--- src/rtl/cmp_seq.sv ---
// cmp_seq: multi-cycle compare unit. Subtracts b from a CHUNK bits per cycle,
// LSB first, then evaluates one of eight compare modes from the N/Z/V/C flags
// of the full-width difference. Valid/ready handshakes on both sides.
module cmp_seq #(
  parameter int unsigned WIDTH = 16,
  parameter int unsigned CHUNK = 4
) (
  input  logic             clk,
  input  logic             rst,
  input  logic             in_valid,
  output logic             in_ready,
  input  logic [WIDTH-1:0] a,
  input  logic [WIDTH-1:0] b,
  input  logic [2:0]       mode,
  output logic             out_valid,
  input  logic             out_ready,
  output logic [WIDTH-1:0] out,
  output logic [3:0]       flags
);

  localparam int unsigned NCYC = WIDTH / CHUNK;
  localparam int unsigned CW   = (NCYC > 1) ? $clog2(NCYC) : 1;
  localparam logic [CW-1:0] LAST = CW'(NCYC - 1);

  typedef enum logic [1:0] {
    IDLE = 2'd0,
    RUN  = 2'd1,
    DONE = 2'd2
  } state_e;

  typedef enum logic [2:0] {
    MODE_EQ   = 3'b000,
    MODE_NE   = 3'b001,
    MODE_SLT  = 3'b010,
    MODE_SLTE = 3'b011,
    MODE_ULT  = 3'b100,
    MODE_ULTE = 3'b101,
    MODE_SGT  = 3'b110,
    MODE_UGT  = 3'b111
  } mode_e;

  state_e           state_q;
  mode_e            mode_q;
  logic [WIDTH-1:0] a_q, b_q, diff_q;
  logic [WIDTH-1:0] a_d, b_d, diff_d;
  logic [CW-1:0]    cnt_q;
  logic             carry_q;
  logic             zacc_q;
  logic [WIDTH-1:0] out_q;
  logic [3:0]       flags_q;

  logic [CHUNK-1:0] a_chunk, b_inv;
  logic [CHUNK:0]   sum_d;
  logic [CHUNK-1:0] d;
  logic             cy, cin_msb;
  logic             n_d, z_d, v_d, c_d, lt_d, res_d;

  assign in_ready  = (state_q == IDLE);
  assign out_valid = (state_q == DONE);
  assign out       = out_q;
  assign flags     = flags_q;

  // Chunk adder plus flag/result evaluation for the current chunk. Operands
  // are shifted right each cycle so the active chunk is always the low CHUNK
  // bits; the difference is shifted in from the top so it ends up aligned.
  always_comb begin
    a_chunk = a_q[CHUNK-1:0];
    b_inv   = ~b_q[CHUNK-1:0];
    sum_d   = {1'b0, a_chunk} + {1'b0, b_inv} + {{CHUNK{1'b0}}, carry_q};
    d       = sum_d[CHUNK-1:0];
    cy      = sum_d[CHUNK];
    // Sum bit = a ^ ~b ^ cin, so the carry into the chunk's top bit falls out
    // of the sum bit without a separate narrower adder.
    cin_msb = a_chunk[CHUNK-1] ^ b_inv[CHUNK-1] ^ d[CHUNK-1];
    n_d     = d[CHUNK-1];
    z_d     = zacc_q & (d == '0);
    v_d     = cin_msb ^ cy;
    c_d     = cy;
    lt_d    = n_d ^ v_d;
    a_d     = a_q >> CHUNK;
    b_d     = b_q >> CHUNK;
    diff_d  = diff_q >> CHUNK;
    diff_d[WIDTH-1 -: CHUNK] = d;
    res_d   = 1'b0;
    case (mode_q)
      MODE_EQ:   res_d = z_d;
      MODE_NE:   res_d = ~z_d;
      MODE_SLT:  res_d = lt_d;
      MODE_SLTE: res_d = lt_d | z_d;
      MODE_ULT:  res_d = ~c_d;
      MODE_ULTE: res_d = ~c_d | z_d;
      MODE_SGT:  res_d = ~lt_d & ~z_d;
      MODE_UGT:  res_d = c_d & ~z_d;
      default:   res_d = 1'b0;
    endcase
  end

  // Control FSM with registered datapath state and outputs.
  always_ff @(posedge clk or posedge rst) begin
    if (rst) begin
      state_q <= IDLE;
      mode_q  <= MODE_EQ;
      a_q     <= '0;
      b_q     <= '0;
      diff_q  <= '0;
      cnt_q   <= '0;
      carry_q <= 1'b0;
      zacc_q  <= 1'b0;
      out_q   <= '0;
      flags_q <= '0;
    end else begin
      case (state_q)
        IDLE: begin
          if (in_valid) begin
            a_q     <= a;
            b_q     <= b;
            mode_q  <= mode_e'(mode);
            cnt_q   <= '0;
            zacc_q  <= 1'b1;
            carry_q <= 1'b1;
            state_q <= RUN;
          end
        end
        RUN: begin
          a_q     <= a_d;
          b_q     <= b_d;
          diff_q  <= diff_d;
          carry_q <= cy;
          zacc_q  <= z_d;
          cnt_q   <= cnt_q + 1'b1;
          if (cnt_q == LAST) begin
            out_q   <= {{(WIDTH-1){1'b0}}, res_d};
            flags_q <= {n_d, z_d, v_d, c_d};
            state_q <= DONE;
          end
        end
        DONE: begin
          if (out_ready) state_q <= IDLE;
        end
        default: state_q <= IDLE;
      endcase
    end
  end

endmodule

--- config.mk ---
export PLATFORM = sky130hd
export DESIGN_NAME = cmp_seq
export DESIGN_NICKNAME = d
export VERILOG_FILES = /design/src/rtl/cmp_seq.sv
export SDC_FILE = /design/constraint.sdc
export NUM_CORES = 1
export LEC_CHECK = 0
export CAP_MARGIN = 30
export CORE_MARGIN = 2
export CORE_UTILIZATION = 44
export CTS_BUF_LIST = sky130_fd_sc_hd__clkbuf_4 sky130_fd_sc_hd__clkbuf_8 sky130_fd_sc_hd__clkbuf_16
export DETAILED_ROUTE_END_ITERATION = 8
export PLACE_DENSITY = 0.74
export SYNTH_ARGS = -nofsm -noshare
export SYNTH_HDL_FRONTEND = slang
export SYNTH_SLANG_ARGS = --single-unit
--- constraint.sdc ---
create_clock -name clk -period 2.2 [get_ports clk]
set_input_delay 0.44 -clock clk [delete_from_list [all_inputs] [get_ports clk]]
set_output_delay 0.44 -clock clk [all_outputs]
set_load 0.01 [all_outputs]
# ---- Word level (Yosys, flattened, before mapping)
# Cells that the tools add are included.
dict set report op_classes {
  mux 14
  reduce_logical 8
  bitwise 13
  n_addsub 3
  n_eq_ne 13
}
# cell n
set op_table {}
lappend op_table {{16-bit one-hot mux with 2 select lines} 2}
lappend op_table {{16-bit two-way mux} 2}
lappend op_table {{3-bit == test, second input constant} 4}
lappend op_table {{2-bit two-way mux} 4}
lappend op_table {{1-bit one-hot mux with 8 select lines} 1}
lappend op_table {{3-bit by 2-bit == test with 1-bit output, second input constant} 2}
lappend op_table {{2-bit one-hot mux with 3 select lines} 1}
lappend op_table {{2-bit AND reduction} 3}
lappend op_table {{4-bit by 4-bit adder with 5-bit output} 1}
lappend op_table {{5-bit by 1-bit adder with 5-bit output} 1}
lappend op_table {{2-bit == test, second input constant} 2}
lappend op_table {{4-bit logical NOT} 1}
lappend op_table {{2-bit inequality test, second input constant} 2}
lappend op_table {{4-bit inverter} 1}
lappend op_table {{1-bit one-hot mux with 2 select lines} 2}
lappend op_table {{2-bit one-hot mux with 2 select lines} 1}
lappend op_table {{1-bit XOR} 4}
lappend op_table {{1-bit AND} 3}
lappend op_table {{3-bit by 1-bit == test with 1-bit output, second input constant} 1}
lappend op_table {{3-bit logical NOT} 1}
lappend op_table {{1-bit inverter} 3}
lappend op_table {{3-bit AND reduction} 1}
lappend op_table {{2-bit by 1-bit adder with 2-bit output, second input constant} 1}
lappend op_table {{2-bit by 1-bit == test with 1-bit output, second input constant} 1}
lappend op_table {{5 further kinds} 6}
dict set report totals {
  register_bits 46
  word_cells 60
  out_inout_bits 22
}

# ---- Longest topological paths before layout
dict set report logic_depth {
  depth_word 9
  mapped_depth 8
}

# ---- Worst setup path after synthesis
# OpenSTA, ideal clock, no wires.
dict set report synth_timing {
  path_kind {reg2reg}
  startpoint {reg a_q[0]}
  endpoint {reg out_q[0] (netlist: out[0])}
  required_time_ns 2.106
  path_stages_with_launch 9
  setup_slack_ns -0.049
  path_buffers 0
  arrival_time_ns 2.155
  setup_ns 0.094
  period_less_slack_ns 2.249
  cell_sequence {dfrtp_1 -> inv_1 -> fa_1 -> fa_1 -> and3_1 -> and2_1 -> a311oi_1 -> o21ai_0 -> a221oi_2}
}
dict set report synth_between {
  elab_chain_len 8
}
# item line
set synth_lines {}
lappend synth_lines {{from (decl)} 44} ;# logic [WIDTH-1:0] a_q, b_q, diff_q;
lappend synth_lines {{from (signal assigned)} 103} ;# a_q <= '0;
lappend synth_lines {{from (signal assigned)} 115} ;# a_q <= a;
lappend synth_lines {{from (signal assigned)} 125} ;# a_q <= a_d;
lappend synth_lines {{4-bit by 4-bit adder with 5-bit output (*)} 69} ;# sum_d = {1'b0, a_chunk} + {1'b0, b_inv} + {{CHUNK{1'b0}}, carry_q};
lappend synth_lines {{5-bit by 1-bit adder with 5-bit output (*)} 69}
lappend synth_lines {{1-bit XOR} 74} ;# cin_msb = a_chunk[CHUNK-1] ^ b_inv[CHUNK-1] ^ d[CHUNK-1];
lappend synth_lines {{1-bit XOR} 77} ;# v_d = cin_msb ^ cy;
lappend synth_lines {{1-bit XOR} 79} ;# lt_d = n_d ^ v_d;
lappend synth_lines {{1-bit inverter} 92} ;# MODE_SGT: res_d = ~lt_d & ~z_d;
lappend synth_lines {{1-bit AND} 92}
lappend synth_lines {{1-bit one-hot mux with 8 select lines (*)} 85} ;# case (mode_q)
lappend synth_lines {{to (signal assigned)} 132} ;# out_q <= {{(WIDTH-1){1'b0}}, res_d};
lappend synth_lines {{to (decl)} 49} ;# logic [WIDTH-1:0] out_q;
# Mark *: on every way between the ends. The rest lies on a longest branch, timed or not.
# A chain may end at the register's enable or synchronous reset.

# ---- Worst setup path after layout
dict set report layout_timing {
  startpoint {reg b_q[0]}
  endpoint {reg out_q[0] (netlist: out[0])}
}
dict set report layout_between {
  elab_chain_len 9
}
# item line
set layout_lines {}
lappend layout_lines {{from (decl)} 44}
lappend layout_lines {{from (signal assigned)} 104} ;# b_q <= '0;
lappend layout_lines {{from (signal assigned)} 116} ;# b_q <= b;
lappend layout_lines {{from (signal assigned)} 126} ;# b_q <= b_d;
lappend layout_lines {{4-bit inverter (*)} 68} ;# b_inv = ~b_q[CHUNK-1:0];
lappend layout_lines {{4-bit by 4-bit adder with 5-bit output (*)} 69}
lappend layout_lines {{5-bit by 1-bit adder with 5-bit output (*)} 69}
lappend layout_lines {{1-bit XOR} 74}
lappend layout_lines {{1-bit XOR} 77}
lappend layout_lines {{1-bit XOR} 79}
lappend layout_lines {{1-bit inverter} 92}
lappend layout_lines {{1-bit AND} 92}
lappend layout_lines {{1-bit one-hot mux with 8 select lines (*)} 85}
# Marks and branches as above.

==> flow_summary.html <==
<table>
<tr><th>Metric</th><th>Value</th></tr>
<tr><th colspan="2">STA</th></tr>
<tr><td>Actual transition at the worst max-transition pin</td><td>0.583 ns</td></tr>
<tr><td>Worst setup margin</td><td>-0.125 ns</td></tr>
<tr><td>Achievable Freq</td><td>430 MHz</td></tr>
<tr><td>Final Skew</td><td>0.00335 ns</td></tr>
<tr><td>Min Hold Slack</td><td>0.480 ns</td></tr>
<tr><td>Slew Limit Headroom</td><td>61.2%</td></tr>
<tr><td>Endpoints failing setup</td><td>1</td></tr>
<tr><td>Final cycle utilization of the critical path</td><td>106%</td></tr>
<tr><td>Setup repair after global routing missed its margin</td><td>true</td></tr>
<tr><td>Final slew viol count</td><td>0</td></tr>
<tr><td>Total Negative Setup Slacks</td><td>-0.125 ns</td></tr>
<tr><td>Min Tclk post-route</td><td>2.33 ns</td></tr>
<tr><td>Final hold violations</td><td>0</td></tr>
<tr><th colspan="2">CTS</th></tr>
<tr><td>Clk root buf</td><td>clkbuf_8</td></tr>
<tr><td>Num CTS Buffers</td><td>5</td></tr>
<tr><td>Number of buffers inserted by hold repair at cts</td><td>0</td></tr>
<tr><td>Sinks on Clock Net</td><td>46</td></tr>
<tr><td>Maximum level of the CTS H-tree</td><td>2</td></tr>
<tr><td>Clk slew on worst S/H paths</td><td>0.08 ns</td></tr>
<tr><td>Clock tree from TritonCTS</td><td>done</td></tr>
<tr><td>Maximum count of clock buffers along a single path</td><td>2</td></tr>
<tr><td>Clock latency on the worst-skew pair</td><td>0.29 ns</td></tr>
<tr><th colspan="2">Global route</th></tr>
<tr><td>Vias in the first global route</td><td>1966</td></tr>
<tr><td>Grt met1 use</td><td>22.4%</td></tr>
<tr><td>GRT busiest layer</td><td>met2</td></tr>
<tr><td>Wire length of the first global-routing pass</td><td>8750 µm</td></tr>
<tr><td>Met2 track utilization from global routing</td><td>30.4%</td></tr>
<tr><td>Gr ovfl total</td><td>0</td></tr>
<tr><td>Initial antenna violation count</td><td>0</td></tr>
<tr><td>Pin count of the biggest net entering global routing</td><td>53</td></tr>
<tr><td>Global-route usage over all layers</td><td>18.1%</td></tr>
<tr><td>Met3 global-route usage</td><td>4.77%</td></tr>
<tr><th colspan="2">Layout</th></tr>
<tr><td>Number of nets in the final layout</td><td>374</td></tr>
<tr><td>Finished Cell Area</td><td>3040 µm²</td></tr>
<tr><td>Post-route non-filler standard cell count</td><td>399</td></tr>
<tr><td>Fraction of layout instances using a drive strength above 1</td><td>9.73%</td></tr>
<tr><td>Combined area of the multi-input logic cells</td><td>1110 µm²</td></tr>
<tr><td>Diode insertion count for antenna repair</td><td>0</td></tr>
<tr><td>Storage cell area</td><td>1150 µm²</td></tr>
<tr><td>Growth of design area from synthesis to finish</td><td>27.0%</td></tr>
<tr><td>Number of filler instances in the final layout</td><td>475</td></tr>
<tr><th colspan="2">Setup path</th></tr>
<tr><td>Worst Path Required</td><td>2.40 ns</td></tr>
<tr><td>Type of element launching the critical path</td><td>flop</td></tr>
<tr><td>Crit path capture type</td><td>flop</td></tr>
<tr><td>Maximum fanout count along the critical path</td><td>3</td></tr>
<tr><td>WS Path Type</td><td>flop to flop</td></tr>
<tr><td>Arrival time at the worst endpoint</td><td>2.53 ns</td></tr>
<tr><th colspan="2">Pwr</th></tr>
<tr><td>Share of total power in combinational logic</td><td>51.7%</td></tr>
<tr><td>Sequential Power Share</td><td>33.9%</td></tr>
<tr><td>Internal power contribution</td><td>0.00261 W</td></tr>
<tr><td>Standby leakage power</td><td>1.37 nW</td></tr>
<tr><td>Peak supply drop</td><td>0.575 mV</td></tr>
<tr><td>Fraction of power spent switching nets</td><td>41.1%</td></tr>
<tr><td>NetSw</td><td>0.00182 W</td></tr>
<tr><td>Share of total power in the clock network</td><td>14.5%</td></tr>
<tr><td>Cell area power density</td><td>1460 nW/µm²</td></tr>
<tr><td>Power after layout</td><td>0.00444 W</td></tr>
<tr><th colspan="2">Die</th></tr>
<tr><td>Floorplan die width</td><td>77.7 µm</td></tr>
<tr><td>Core footprint</td><td>5170 µm²</td></tr>
<tr><td>Die area</td><td>6040 µm²</td></tr>
<tr><td>Standard-cell rows</td><td>26</td></tr>
<tr><td>Starting density of the core</td><td>46.2%</td></tr>
<tr><td>IO Count</td><td>61</td></tr>
<tr><td>Die height</td><td>77.7 µm</td></tr>
<tr><th colspan="2">Place</th></tr>
<tr><td>Dpl cell area</td><td>2880 µm²</td></tr>
<tr><td>Final weighted congestion in routability-driven placement</td><td>0.788</td></tr>
<tr><td>Post-detail-place hpwl</td><td>3350 µm</td></tr>
<tr><td>Number of placed cells counting well taps</td><td>389</td></tr>
<tr><td>Number of buffers inserted by port buffering</td><td>45</td></tr>
<tr><th colspan="2">Run status</th></tr>
<tr><td>Failing checks</td><td>negative setup slack</td></tr>
<tr><td>Run status</td><td>finished with violations</td></tr>
<tr><th colspan="2">Run</th></tr>
<tr><td>Count of maximum capacitance violations</td><td>0</td></tr>
<tr><th colspan="2">Yosys</th></tr>
<tr><td>Largest cells by area after synthesis</td><td>dfrtp_1 (48%), nand2_1 (12%), o21ai_0 (5.9%), a31oi_1 (5.2%), buf_4 (5.0%)</td></tr>
<tr><td>Average cell area after synthesis</td><td>8.42 µm²</td></tr>
<tr><td>Sequential area share after synthesis</td><td>48.1%</td></tr>
<tr><td>Top flip-flop cell by instance count after synthesis</td><td>dfrtp_1</td></tr>
<tr><td>Proportion of netlist area held by the largest area contributor</td><td>48.1%</td></tr>
<tr><td>Synthesis warning total</td><td>0</td></tr>
<tr><td>Async set-or-reset flop fraction in the synthesized netlist</td><td>100%</td></tr>
<tr><td>Yosys top cell by area</td><td>dfrtp_1</td></tr>
<tr><td>Count of state elements after synthesis</td><td>46</td></tr>
<tr><td>Most instantiated library cell after synthesis</td><td>nand2_1</td></tr>
<tr><td>Mapped Cells</td><td>284</td></tr>
<tr><td>Count of flip-flops with a built-in enable after synthesis</td><td>0</td></tr>
<tr><td>Commonest cells in the synthesized netlist</td><td>nand2_1 (77), dfrtp_1 (46), o21ai_0 (28)</td></tr>
<tr><td>Yosys cell types</td><td>35</td></tr>
<tr><td>Netlist Area Pre-Place</td><td>2390 µm²</td></tr>
<tr><th colspan="2">Routing</th></tr>
<tr><td>Router iterations before antenna repair</td><td>4</td></tr>
<tr><td>Drt initial violations</td><td>92</td></tr>
<tr><td>Detailed-route wire length per cell</td><td>12.3 µm</td></tr>
<tr><td>Via-to-Cell Ratio</td><td>5.02</td></tr>
<tr><td>Remaining antenna violation count after routing</td><td>0</td></tr>
<tr><td>Vias after detailed routing</td><td>2004</td></tr>
<tr><td>Final wirelength</td><td>4910 µm</td></tr>
<tr><td>DRC violations left</td><td>0</td></tr>
<tr><th colspan="2">Worst hold path</th></tr>
<tr><td>Classification of the worst-slack hold path</td><td>flop to flop</td></tr>
</table>
==> routing by layer <==
| metal | vias up | share of wire [%] |
|---|---|---|
| met2 | 65 | 49 |
| met3 | 4 | 5.5 |
| met1 | 940 | 44 |
| met5 | - | 0 |
| met4 | 0 | 0.63 |
| li1 | 995 | - |
==> worst max-delay path, cell delays in order (launching register included) <==
cell and delay, ns:
dfrtp_1 0.42, fa_2 0.39, fa_2 0.42, and3_4 0.18
and2_4 0.15, a311oi_2 0.29, o21ai_1 0.13, a221oi_2 0.25
==> cell families after synthesis <==
group / after synthesis / share of synthesized area (%)
other: 1 / 0.157
DFF: 46 / 48.1
buffers and inverters: 42 / 9.21
adders and majority gates: 6 / 3.77
and+or+nand+nor: 120 / 20.9
xor gates and xnor gates: 3 / 1.10
muxes: 1 / 0.419
AOI/OAI and AO/OA: 65 / 16.3
==> sequential cells by signal, summed over array words and instances, names as in the netlist <==
| register | cells |
|---|---|
| flags | 4 |
| mode_q | 3 |
| cnt_q | 2 |
| state_q | 2 |
| b_q | 16 |
| out | 1 |
| a_q | 16 |
| carry_q | 1 |
| zacc_q | 1 |
==> power by group through the flow <==
stage	combinational (W)	clock (W)	sequential (W)
finish	0.00229	0.000643	0.00150
global route	0.00261	0.000692	0.00156
CTS	0.00224	0.000656	0.00150
detailed placement	0.00215	0	0.00151
global placement	0.00208	0	0.00149
floorplan	0.00159	0	0.00147
==> what timing repair did <==
action / 4_1_cts / 5_1_grt
buffers inserted: 1 / 2
gates resized for setup: 6 / 1
setup endpoints to repair: 1 / 1
hold endpoints to repair: 0 / 0
pin swaps: 5 / 4
==> final timing paths <==
kind	start	endpoint	cells after the start	slack, ns
max	b_q[0]	out[0]	7	-0.13
min	flags[0]	flags[0]	2	0.48
max reg2reg	b_q[0]	out[0]	7	-0.13
min reg2reg	flags[0]	flags[0]	2	0.48
max in group asynchronous	rst	b_q[4]	3	1.20
min in group asynchronous	rst	a_q[7]	3	0.59
==> area by class of cell <==
type	instances	share of cell area, %
clock buffer	6	2.72
multi-input combinational	210	36.4
timing repair buffer	55	17.7
inverter	11	1.36
tap	70	2.88
sequential	46	37.9
clock inverter	1	0.989
==> placed cells by master (no fill, tap or decap), types with 2 or more instances in the layout <==
master,synthesis,layout
ha_1,4,4
buf_4,16,9
nor2_1,27,27
a31oi_1,20,20
fa_2,0,2
inv_1,11,8
a21oi_1,6,6
o21ai_0,28,27
a21boi_0,2,2
nand3_1,3,3
nor2b_1,2,2
dfrtp_1,46,46
conb_1,1,15
o21ai_1,1,2
inv_2,0,3
xor2_1,3,3
nand2_1,77,77
clkbuf_8,0,6
clkdlybuf4s50_1,0,45
nand2b_1,3,2
==> per-stage QoR <==
stage	worst slack (ns)	util, %
after floorplan	0.0317	-
after global placement	-0.0203	55.6
after detailed placement	-0.161	55.6
after CTS	-0.0643	58.4
after global routing	-0.174	58.7
final	-0.125	58.7
(Power assumes the default switching activity.)
